--- src/rtl/ea_astat.sv ---
// ea_astat: ALU status register (ASTAT) with a push/pop status stack.
// ASTAT collects the flags from the ALU, MAC and shifter. It feeds AQ and AC
// back to the ALU decoder and drives the DMD bus on register-move reads.
// The saturating status stack saves and restores ASTAT across interrupts and calls.
module ea_astat #(
   parameter int DEPTH = 4,
   parameter int PW    = 3
) (
   input  logic        DSPCLK,
   input  logic        T_RST,
   input  logic        GO_C,
   input  logic        updateALU,
   input  logic        ABS,
   input  logic        updateDIV,
   input  logic        AZin,
   input  logic        ANin,
   input  logic        AVin,
   input  logic        ACin,
   input  logic        ASin,
   input  logic        AQin,
   input  logic        updateMV,
   input  logic        MVin,
   input  logic        updateSS,
   input  logic        SSin,
   input  logic        MTASTAT_E,
   input  logic [15:0] R_in_E,
   input  logic        MFASTAT_E,
   input  logic        PUSH_STS,
   input  logic        POP_STS,
   input  logic        CLR_OVF,
   output logic [7:0]  ASTAT,
   output logic [15:0] DMDastat,
   output logic        STS_EMPTY,
   output logic        STS_FULL,
   output logic        STS_OVF
);

   localparam logic [PW-1:0] PTR_FULL = PW'(DEPTH);

   logic [7:0]         astat_q, astat_d;
   logic [PW-1:0]      ptr_q, ptr_d;
   logic               ovf_q, ovf_d;
   logic [DEPTH*8-1:0] stack_flat;
   logic [PW-1:0]      pop_idx;
   logic [7:0]         pop_val;
   logic               empty, full;
   logic               do_push, do_pop, push_ok, push_ovf;

   // The upper byte of the write data has no destination in ASTAT.
   logic unused_r_hi;
   assign unused_r_hi = ^R_in_E[15:8];

   assign empty   = (ptr_q == '0);
   assign full    = (ptr_q == PTR_FULL);
   // A simultaneous push and pop cancel each other; a pop from empty does nothing.
   assign do_push  = PUSH_STS & ~POP_STS;
   assign do_pop   = POP_STS & ~PUSH_STS & ~empty;
   assign push_ok  = do_push & ~full;
   assign push_ovf = do_push & full;
   assign pop_idx  = ptr_q - 1'b1;

   // Stack entries are written only by a successful push. The value written is
   // the ASTAT held at the start of the cycle, not this cycle's update.
   generate
      for (genvar gi = 0; gi < DEPTH; gi++) begin : gen_stk
         logic [7:0] entry_q;
         // Write this entry when the pointer selects it on a successful push.
         always_ff @(posedge DSPCLK) begin
            if (!T_RST && GO_C && push_ok && (ptr_q == PW'(gi))) begin
               entry_q <= astat_q;
            end
         end
         assign stack_flat[gi*8 +: 8] = entry_q;
      end
   endgenerate

   // Select the top-of-stack entry for a pop.
   always_comb begin
      pop_val = 8'h00;
      for (int i = 0; i < DEPTH; i++) begin
         if (pop_idx == PW'(i)) begin
            pop_val = stack_flat[i*8 +: 8];
         end
      end
   end

   // Next state. A register move beats a pop, and a pop beats the flag strobes.
   // The flag strobes update independent bits.
   always_comb begin
      astat_d = astat_q;
      ptr_d   = ptr_q;
      ovf_d   = ovf_q;
      if (GO_C) begin
         if (MTASTAT_E) begin
            astat_d = R_in_E[7:0];
         end else if (do_pop) begin
            astat_d = pop_val;
         end else begin
            if (updateALU) begin
               astat_d[3:0] = {ACin, AVin, ANin, AZin};
               if (ABS) begin
                  astat_d[4] = ASin;
               end
            end
            if (updateDIV) astat_d[5] = AQin;
            if (updateMV)  astat_d[6] = MVin;
            if (updateSS)  astat_d[7] = SSin;
         end
         if (push_ok) begin
            ptr_d = ptr_q + 1'b1;
         end else if (do_pop) begin
            ptr_d = ptr_q - 1'b1;
         end
         // A new overflow wins over a clear in the same cycle.
         if (push_ovf) begin
            ovf_d = 1'b1;
         end else if (CLR_OVF) begin
            ovf_d = 1'b0;
         end
      end
   end

   // State registers. Reset takes effect regardless of GO_C.
   always_ff @(posedge DSPCLK) begin
      if (T_RST) begin
         astat_q <= 8'h00;
         ptr_q   <= '0;
         ovf_q   <= 1'b0;
      end else begin
         astat_q <= astat_d;
         ptr_q   <= ptr_d;
         ovf_q   <= ovf_d;
      end
   end

   assign ASTAT     = astat_q;
   assign DMDastat  = MFASTAT_E ? {8'h00, astat_q} : 16'h0000;
   assign STS_EMPTY = empty;
   assign STS_FULL  = full;
   assign STS_OVF   = ovf_q;

endmodule

--- config.mk ---
export PLATFORM = sky130hd
export DESIGN_NAME = ea_astat
export DESIGN_NICKNAME = d
export VERILOG_FILES = /design/src/rtl/ea_astat.sv
export SDC_FILE = /design/constraint.sdc
export NUM_CORES = 1
export LEC_CHECK = 0
export ABC_AREA = 1
export BUFFER_PORTS_ARGS = -buffer_cell sky130_fd_sc_hd__buf_2
export CORE_MARGIN = 2
export CORE_UTILIZATION = 40
export DETAILED_ROUTE_END_ITERATION = 10
export PLACE_DENSITY = 0.74
export SYNTH_ARGS = -nofsm -noshare
export SYNTH_HDL_FRONTEND = slang
export SYNTH_SLANG_ARGS = --single-unit
--- constraint.sdc ---
create_clock -name DSPCLK -period 2.54 [get_ports DSPCLK]
set_input_delay 0.127 -clock DSPCLK [delete_from_list [all_inputs] [get_ports DSPCLK]]
set_output_delay 0.127 -clock DSPCLK [all_outputs]
set_load 0.02 [all_outputs]
After elaboration in Yosys (flattened, before gate mapping) --
Cells that the tools add are included.
Storage, ports and cells: output and inout bits 27, flip-flop bits (word level) 44, logic and storage cells 68
Operators by class: multiplexer cells 16, bitwise gates (word level) 9, reduce and logical (&&, ||, !) cells 23, equal/unequal tests 7, add/subtract/negate cells 2
Operators by type and width (number):
- 8-bit 2-to-1 mux | 7
- 3-bit nonzero test | 5
- 3-bit by 2-bit equality test with 1-bit output, second input constant | 4
- 2-bit AND reduction | 6
- 3-bit by 1-bit equality test with 1-bit output, second input constant | 2
- 1-bit logical AND | 6
- 3-bit logical NOT | 2
- 1-bit 2-to-1 mux | 6
- 3-bit 2-to-1 mux | 2
- 1-bit AND | 5
- 5-bit 2-to-1 mux | 1
- 1-bit NOT | 4
- 2-bit nonzero test | 2
- 3-bit by 1-bit adder with 3-bit output, second input constant | 1
- 3-bit equality test, second input constant | 1
- 3-bit AND reduction | 1
- 3-bit by 1-bit subtractor with 3-bit output, second input constant | 1
- 1-bit logical NOT | 1

Depth between registers and ports, before layout --
Gate-level depths: netlist (run 1).
depth in word-level cells 8, mapped depth 14, gate-level depth less buffers 13

Least setup slack after synthesis (run 1) --
Ideal clock, no wire load.
path kind flip-flop to flip-flop, from register ptr_q[0], to register gen_stk[3].entry_q[0] (enable), data arrival time 1488 ps, data required time 2169 ps, path slack 681 ps, stages on the path, launching flop included 8, cells stage by stage dfxtp_1 inv_1 ha_1 nand2_1 nand3_1 nor2_1 inv_1 nor2_1
Between the ends: cells in the longest elaborated chain, start to end 5, elaborated cells between the ends (all ways) 6, classes of those cells eq/ne (2); bitwise (2); reduce/logical (2)
Ends and longest elaborated chain:
- start: declaration | line 41 | logic [PW-1:0] ptr_q, ptr_d;
- start signal: assignment | line 131 | ptr_q <= ptr_d;
- 3-bit equality test | line 54 | assign full = (ptr_q == PTR_FULL);
- 1-bit NOT | line 58 | assign push_ok = do_push & ~full;
- 1-bit AND | line 58
- 1-bit logical AND | line 69 | if (!T_RST && GO_C && push_ok && (ptr_q == PW'(gi))) begin
- 1-bit logical AND (*) | line 69
- end signal: assignment | line 70 | entry_q <= astat_q;
- end: declaration | line 66 | logic [7:0] entry_q;
Every way passes the cells marked *; elsewhere a longest branch is shown, timed or not. A chain may end at the register's enable or synchronous reset.

Final worst setup path (run 1) --
from register ptr_q[0], to register astat_q[4], in the netlist ASTAT[4]
Between the ends: cells in the longest elaborated chain, start to end 8, elaborated cells between the ends (all ways) 17, classes of those cells add/sub (1); eq/ne (3); mux (6); bitwise (2); reduce/logical (5)
Ends and longest elaborated chain:
- 3-bit by 1-bit subtractor with 3-bit output | line 60 | assign pop_idx = ptr_q - 1'b1;
- 3-bit logical NOT | line 81 | if (pop_idx == PW'(i)) begin
- 8-bit 2-to-1 mux (4 in a row) | line 81
- 8-bit 2-to-1 mux | line 96 | end else if (do_pop) begin
- 8-bit 2-to-1 mux | line 94 | if (MTASTAT_E) begin
- end signal: assignment | line 130 | astat_q <= astat_d;
- end: declaration | line 40 | logic [7:0] astat_q, astat_d;
Parallel ways exist; a longest one is shown, timed or not.

==> out/qor.yml, run 1 <==
synth_top_area_frac: 0.3889
setup_slack_ns: 0.5928
clock_sinks: 44
antenna_found_initial: 0
rows: 28
clock_tree.buffer_depth: 2
arrival_ns: 2.14
antenna_cells: 0
grt.overflow.total: 0
timing.final.crit_period_ns: 1.947
synth_edf_count: 32
clk_latency_ns: 0.30
clockRootBuffer: "clkbuf_8"
async_reset_ff_frac: 0
cp.required_ns: 2.73
worst_pin_slew_ns: 0.6618
slew_violations: 0
total_power_mw: 1.530
routed_wl_um: 4803
start_util: 0.4149
drcViolationCount: 0
critPathCaptureType: "register"
fp.dieW_um: 82.60
cts-buffers-inserted: 5
crit_type: "register to register"
fp.dieArea_um2: 6823
cts-resized-gates: 0
io_buffers: 47
fmax_mhz: 513.6
yosysWarnings: 0
setup_tns_ns: 0
use_met1: 0.2069
cellLeakagePower_nw: 1.390
place_congestion: 0.7823
grt_pass1_vias: 1795
critPathMaxFanout: 26
place_area_um2: 2698
fin_crit_sh: 0.7666
ant_nets: 0
die_h_um: 82.60
dp.cells: 415
cp-start-kind: "register"
yosys-top-cells-count: "82 x nand2_1, 43 x inv_1, 32 x edfxtp_1, 32 x nor2_1, 22 x nand3_1"
synth_seq_cells: 44
cts_tree: "yes"
hold_buffers: 0
maxSlewHeadroom: 0.5588
vias_per_cell: 4.638
wl_per_cell_um: 11.35
grt_pass1_wl_um: 8224
ys_seq_area_frac: 0.4861
fin_cells: 423
top_usage_layer: "met2"
rsz0062_at_grt: "false"
drt_iter0_drc: 75
track_usage: 0.1594
grt_use_met3: 0.02391
gr-usage-met2: 0.2645
htreeDepth: 2
fin_skew_ns: 0.01072
synth_cells: 303
dp_hpwl_um: 3630
drv_cap: 0
yosysTopAreaCell: "edfxtp_1"
yosysMostFrequentCell: "nand2_1"
synthDistinctLibCells: 23
fin_nets: 391
fin_area_um2: 2781
core_area_um2: 5956
ys.flop_type: "edfxtp_1"
status: "finished clean"
max-vdd-ir-drop_v: 0.0003397
first_pass_iters: 4
netlist_top_cells_area: "edfxtp_1 39%, nand2_1 12%, dfxtp_1 9.7%"
synth_area_um2: 2471
syn_to_final_growth_pct: 12.56
fin_util: 0.4670
pre_cts_slack_ns: 0.5905
ioPinCount: 64
hold_violations: 0
num_vias: 1962
power_density_nw_per_um2: 550.2
hold_path_class: "input port to register"
fill_cells: 570
grt_start_max_net_pins: 27
drive_gt1_frac: 0.2069
cts_setup_buffers: 0
whs_ns: 0.1149
finalSetupViolCount: 0
path_clk_slew_ns: 0.08
syn_avg_cell_area_um2: 8.156
-- worst max-delay path, stage by stage (launching register included) --
cell and delay (ns):
dfxtp_1 0.39, inv_1 0.12, ha_1 0.24, inv_1 0.07, nand2_2 0.07, nand2_4 0.26
nand2_4 0.19, o21ai_0 0.22, inv_1 0.07, nand2_1 0.06, nand2_1 0.04, nand2_1 0.06
a21oi_2 0.05
-- power breakdown --
group	internal [mW]	switching, mW
Sequential	0.789	0.0226
Clock	0.191	0.229
Combinational	0.0960	0.204
Total	1.08	0.455
-- area by class of cell --
type                    count  area (um2)  area share
well taps                  75       93.84     0.03374
clock inverters             2       11.26    0.004049
multi-input cells         200       968.4      0.3482
flip-flops and latches     44        1201      0.4318
repair buffers             51       265.3     0.09537
inverters                  45       168.9     0.06073
clock buffers               6       72.57     0.02609
-- cell usage in the layout, fill, tap and decap left out, types with 6 or more instances in the layout --
cell / synthesis / layout
o21ai_0: 14 / 14
edfxtp_1: 32 / 32
buf_2: 3 / 47
nand3_2: 6 / 6
ha_1: 7 / 7
nand2_1: 82 / 82
a21oi_1: 17 / 17
inv_1: 43 / 43
dfxtp_1: 12 / 12
nand3_1: 22 / 22
conb_1: 1 / 8
nor2_1: 32 / 32
-- final timing paths --
path	start	endpoint	slack (ns)	cells after the start
max	ptr_q[0]$_SDFFE_PP0P_	ASTAT[4]$_SDFFE_PP0P_	0.59	12
min	T_RST	ASTAT[3]$_SDFFE_PP0P_	0.11	2
max reg2reg	ptr_q[0]$_SDFFE_PP0P_	ASTAT[4]$_SDFFE_PP0P_	0.59	12
min reg2reg	STS_OVF$_SDFFE_PP0P_	STS_OVF$_SDFFE_PP0P_	0.51	2
-- flip-flops by register name, summed over array words and instances, names as in the netlist --
register         flops
ASTAT                8
STS_OVF              1
gen_stk.entry_q     32
ptr_q                3
-- metal layers --
metal / wire (um) / vias up
met5: 0 / -
met1: 2201 / 855
met3: 226 / 10
met4: 100 / 0
met2: 2275 / 64
li1: - / 1033
-- kinds of logic (layout without fill, tap and decap cells) --
kind of cell,Yosys count,in the layout,synth area share
AOI/OAI and AO/OA,37,37,0.08203
xor gates and xnor gates,1,1,0.003545
adders and majority gates,7,7,0.03544
buffers and inverters,66,104,0.1327
DFF,44,44,0.4861
other,1,8,0.001518
and+or+nand+nor,147,147,0.2587
Power figures use the tool's default switching activity.
==> run 2, diff against run 1 <==
- ABC_AREA: 1 -> 0
- PLACE_DENSITY: 0.74 -> 0.75
- clock period: 2.54 -> 1.8 ns (I/O delays scaled with it)
==> run 2 against run 1 <==
  * Sequential power grew 42%
  * Core utilization grew 5.2 points
  * Clock skew shrank 0.0062 ns
  * Die area shrank 7.7%
  * Global-route usage grew 2.3 points
==> out/qor.yml, run 2 <==
vias_per_cell: 5.218  # +12%
die_h_um: 79.37  # -3.9%
ioPinCount: 64  # unchanged
cts_tree: "yes"
cp_cell_sequence: "inv_1, ha_1, nor2_1, a2111oi_1, buf_4, o2111a_1, nor4_2"
setup_slack_ns: 0.06861  # -0.5242 ns
core_area_um2: 5507  # -7.5%
ant_nets: 0  # unchanged
fin_nets: 320  # -18%
drive_gt1_frac: 0.3610  # +0.1541
top_register: "gen_stk.entry_q"
grt_start_max_net_pins: 18  # -33%
fp.dieW_um: 79.37  # -3.9%
power_density_nw_per_um2: 844.0  # +53%
start_util: 0.4126  # -0.002282
place_congestion: 0.7983  # +2.0%
clock_tree.buffer_depth: 2  # unchanged
critPathCaptureType: "register"
first_pass_iters: 4  # unchanged
top_layer_used: "met4"
clock_sinks: 44  # unchanged
htreeDepth: 2  # unchanged
wl_per_cell_um: 15.61  # +37%
syn_to_final_growth_pct: 25.88
worstHoldPathCells: 3  # +1
drv_cap: 0  # unchanged
critPathMaxFanout: 5  # -81%
timing.final.crit_period_ns: 1.731  # -0.2158 ns
async_reset_ff_frac: 0  # unchanged
slew_violations: 0  # unchanged
cp-start-kind: "register"
status: "finished clean"
clockRootBuffer: "clkbuf_8"
hold_violations: 0  # unchanged
rows: 27  # -3.6%
fill_cells: 503  # -12%
crit_type: "register to register"
yosysWarnings: 0  # unchanged
cellLeakagePower_nw: 1.129  # -19%
finalSetupViolCount: 0  # unchanged
fin_util: 0.5194  # +0.05241
slowest_delay_ns: 0.39  # about the same
fmax_mhz: 577.6  # +12%
yosysMostFrequentCell: "edfxtp_1"
synth_top_area_frac: 0.4229  # +0.03405
drcViolationCount: 0  # unchanged
synth_seq_cells: 44  # unchanged
dp.cells: 341  # -18%
critPathSlowestCell: "a2111oi_1"
path_clk_slew_ns: 0.09  # about the same
ys.flop_type: "edfxtp_1"
dp_hpwl_um: 4179  # +15%
clk_latency_ns: 0.30  # about the same
max-vdd-ir-drop_v: 0.0004649  # +37%
total_power_mw: 2.414  # +58%
fin_cells: 349  # -17%
synth_area_um2: 2272  # -8.1%
yosysTopAreaCell: "edfxtp_1"
hold_path_class: "input port to register"
largest_register_ffs: 32  # unchanged
final_common_cell: "buf_2"
grt_pass1_vias: 1799  # +0.22%
io_buffers: 47  # unchanged
netlist_top_cells_area: "edfxtp_1 42%, dfxtp_1 11%, ha_1 3.9%"
hold_buffers: 0  # unchanged
track_usage: 0.1820  # +0.02257
whs_ns: 0.05977  # -0.05515 ns
ys_seq_area_frac: 0.5286  # +0.04256
yosys-top-cells-count: "32 x edfxtp_1, 21 x nor2_1, 13 x nand2_1, 12 x dfxtp_1"
setup_tns_ns: 0  # unchanged
rsz0062_at_grt: "true"
cts-buffers-inserted: 5  # unchanged
dr_wl_met3_um: 195  # -14%
syn_avg_cell_area_um2: 10.82  # +33%
arrival_ns: 1.92  # -0.22 ns
drt_iter0_drc: 131  # +75%
num_vias: 1821  # -7.2%
routed_wl_um: 5448  # +13%
fin_skew_ns: 0.004568  # -0.006154 ns
fin_area_um2: 2860  # +2.8%
fp.dieArea_um2: 6300  # -7.7%
antenna_cells: 0  # unchanged
wl_met1_um: 2441  # +11%
place_area_um2: 2694  # -0.14%
layout_common_cells: "47 x buf_2, 32 x edfxtp_1, 20 x nor2_1, 19 x buf_4, 13 x nand2_1"
synth_edf_count: 32  # unchanged
reg2reg_depth: 7  # -5
wl_met2_um: 2764  # +21%
pre_cts_slack_ns: -0.03558  # -0.6261 ns
synth_cells: 210  # -31%
antenna_found_initial: 0  # unchanged
grt_pass1_wl_um: 8604  # +4.6%
fin_crit_sh: 0.9619  # +0.1953
grt.overflow.total: 0  # unchanged
synthDistinctLibCells: 44  # +91%
cp.required_ns: 1.99  # -0.74 ns
## run 2: worst paths after layout
kind / start / end / slack, ns
max: ptr_q[0]$_SDFFE_PP0P_ / ASTAT[4]$_SDFFE_PP0P_ / 0.07
min: SSin / ASTAT[7]$_SDFFE_PP0P_ / 0.06
max reg2reg: ptr_q[0]$_SDFFE_PP0P_ / ASTAT[4]$_SDFFE_PP0P_ / 0.07
min reg2reg: STS_OVF$_SDFFE_PP0P_ / STS_OVF$_SDFFE_PP0P_ / 0.51
## run 2: area by class of cell
cell class / count / area [um2] / area share
Clock inverter: 3 / 46.29 / 0.01619
Multi-Input combinational cell: 149 / 1020 / 0.3565
Tap cell: 72 / 90.09 / 0.03150
Sequential cell: 44 / 1204 / 0.4208
Clock buffer: 5 / 68.82 / 0.02406
Timing Repair Buffer: 67 / 397.9 / 0.1391
Inverter: 9 / 33.78 / 0.01181
## run 2: worst max-delay path: cells and delay by family, from the launching register on
family	cells	cell delay, ns
buf+inv	2	0.28
compound gates	2	0.60
simple gates	2	0.12
flops	1	0.35
fa+ha+maj	1	0.27
## run 2: timing repair
action / in CTS / in global routing
pin swaps: 0 / 2
setup buffers: 0 / 0
setup endpoints to repair: 4 / 7
gates cloned: 0 / 0
gates resized for setup: 7 / 7
## run 2: kinds of logic (layout without fill, tap and decap cells)
kind of cell               count (synthesis)  after routing  share of synthesized area
DFF                                       44             44                     0.5286
and+or+nand+nor                           73             73                     0.1740
adders and majority gates                  7              7                    0.03854
xor gates and xnor gates                   4              4                    0.01542
other                                      1              8                   0.001650
AOI/OAI and AO/OA                         57             57                     0.1856
buffers and inverters                     24             84                    0.05616
## run 2: per-layer routing
layer,up-vias,track usage
met3,4,0.03620
li1,891,-
met2,54,0.3297
met5,-,0
met4,0,0.04483
met1,872,0.2219
## run 2: power breakdown
group | leakage, nW | internal [mW] | switching (mW) | total, mW
clock | 0.0548 | 0.418 | 0.359 | 0.778
sequential | 0.391 | 1.12 | 0.0362 | 1.15
combinational | 0.683 | 0.201 | 0.282 | 0.483
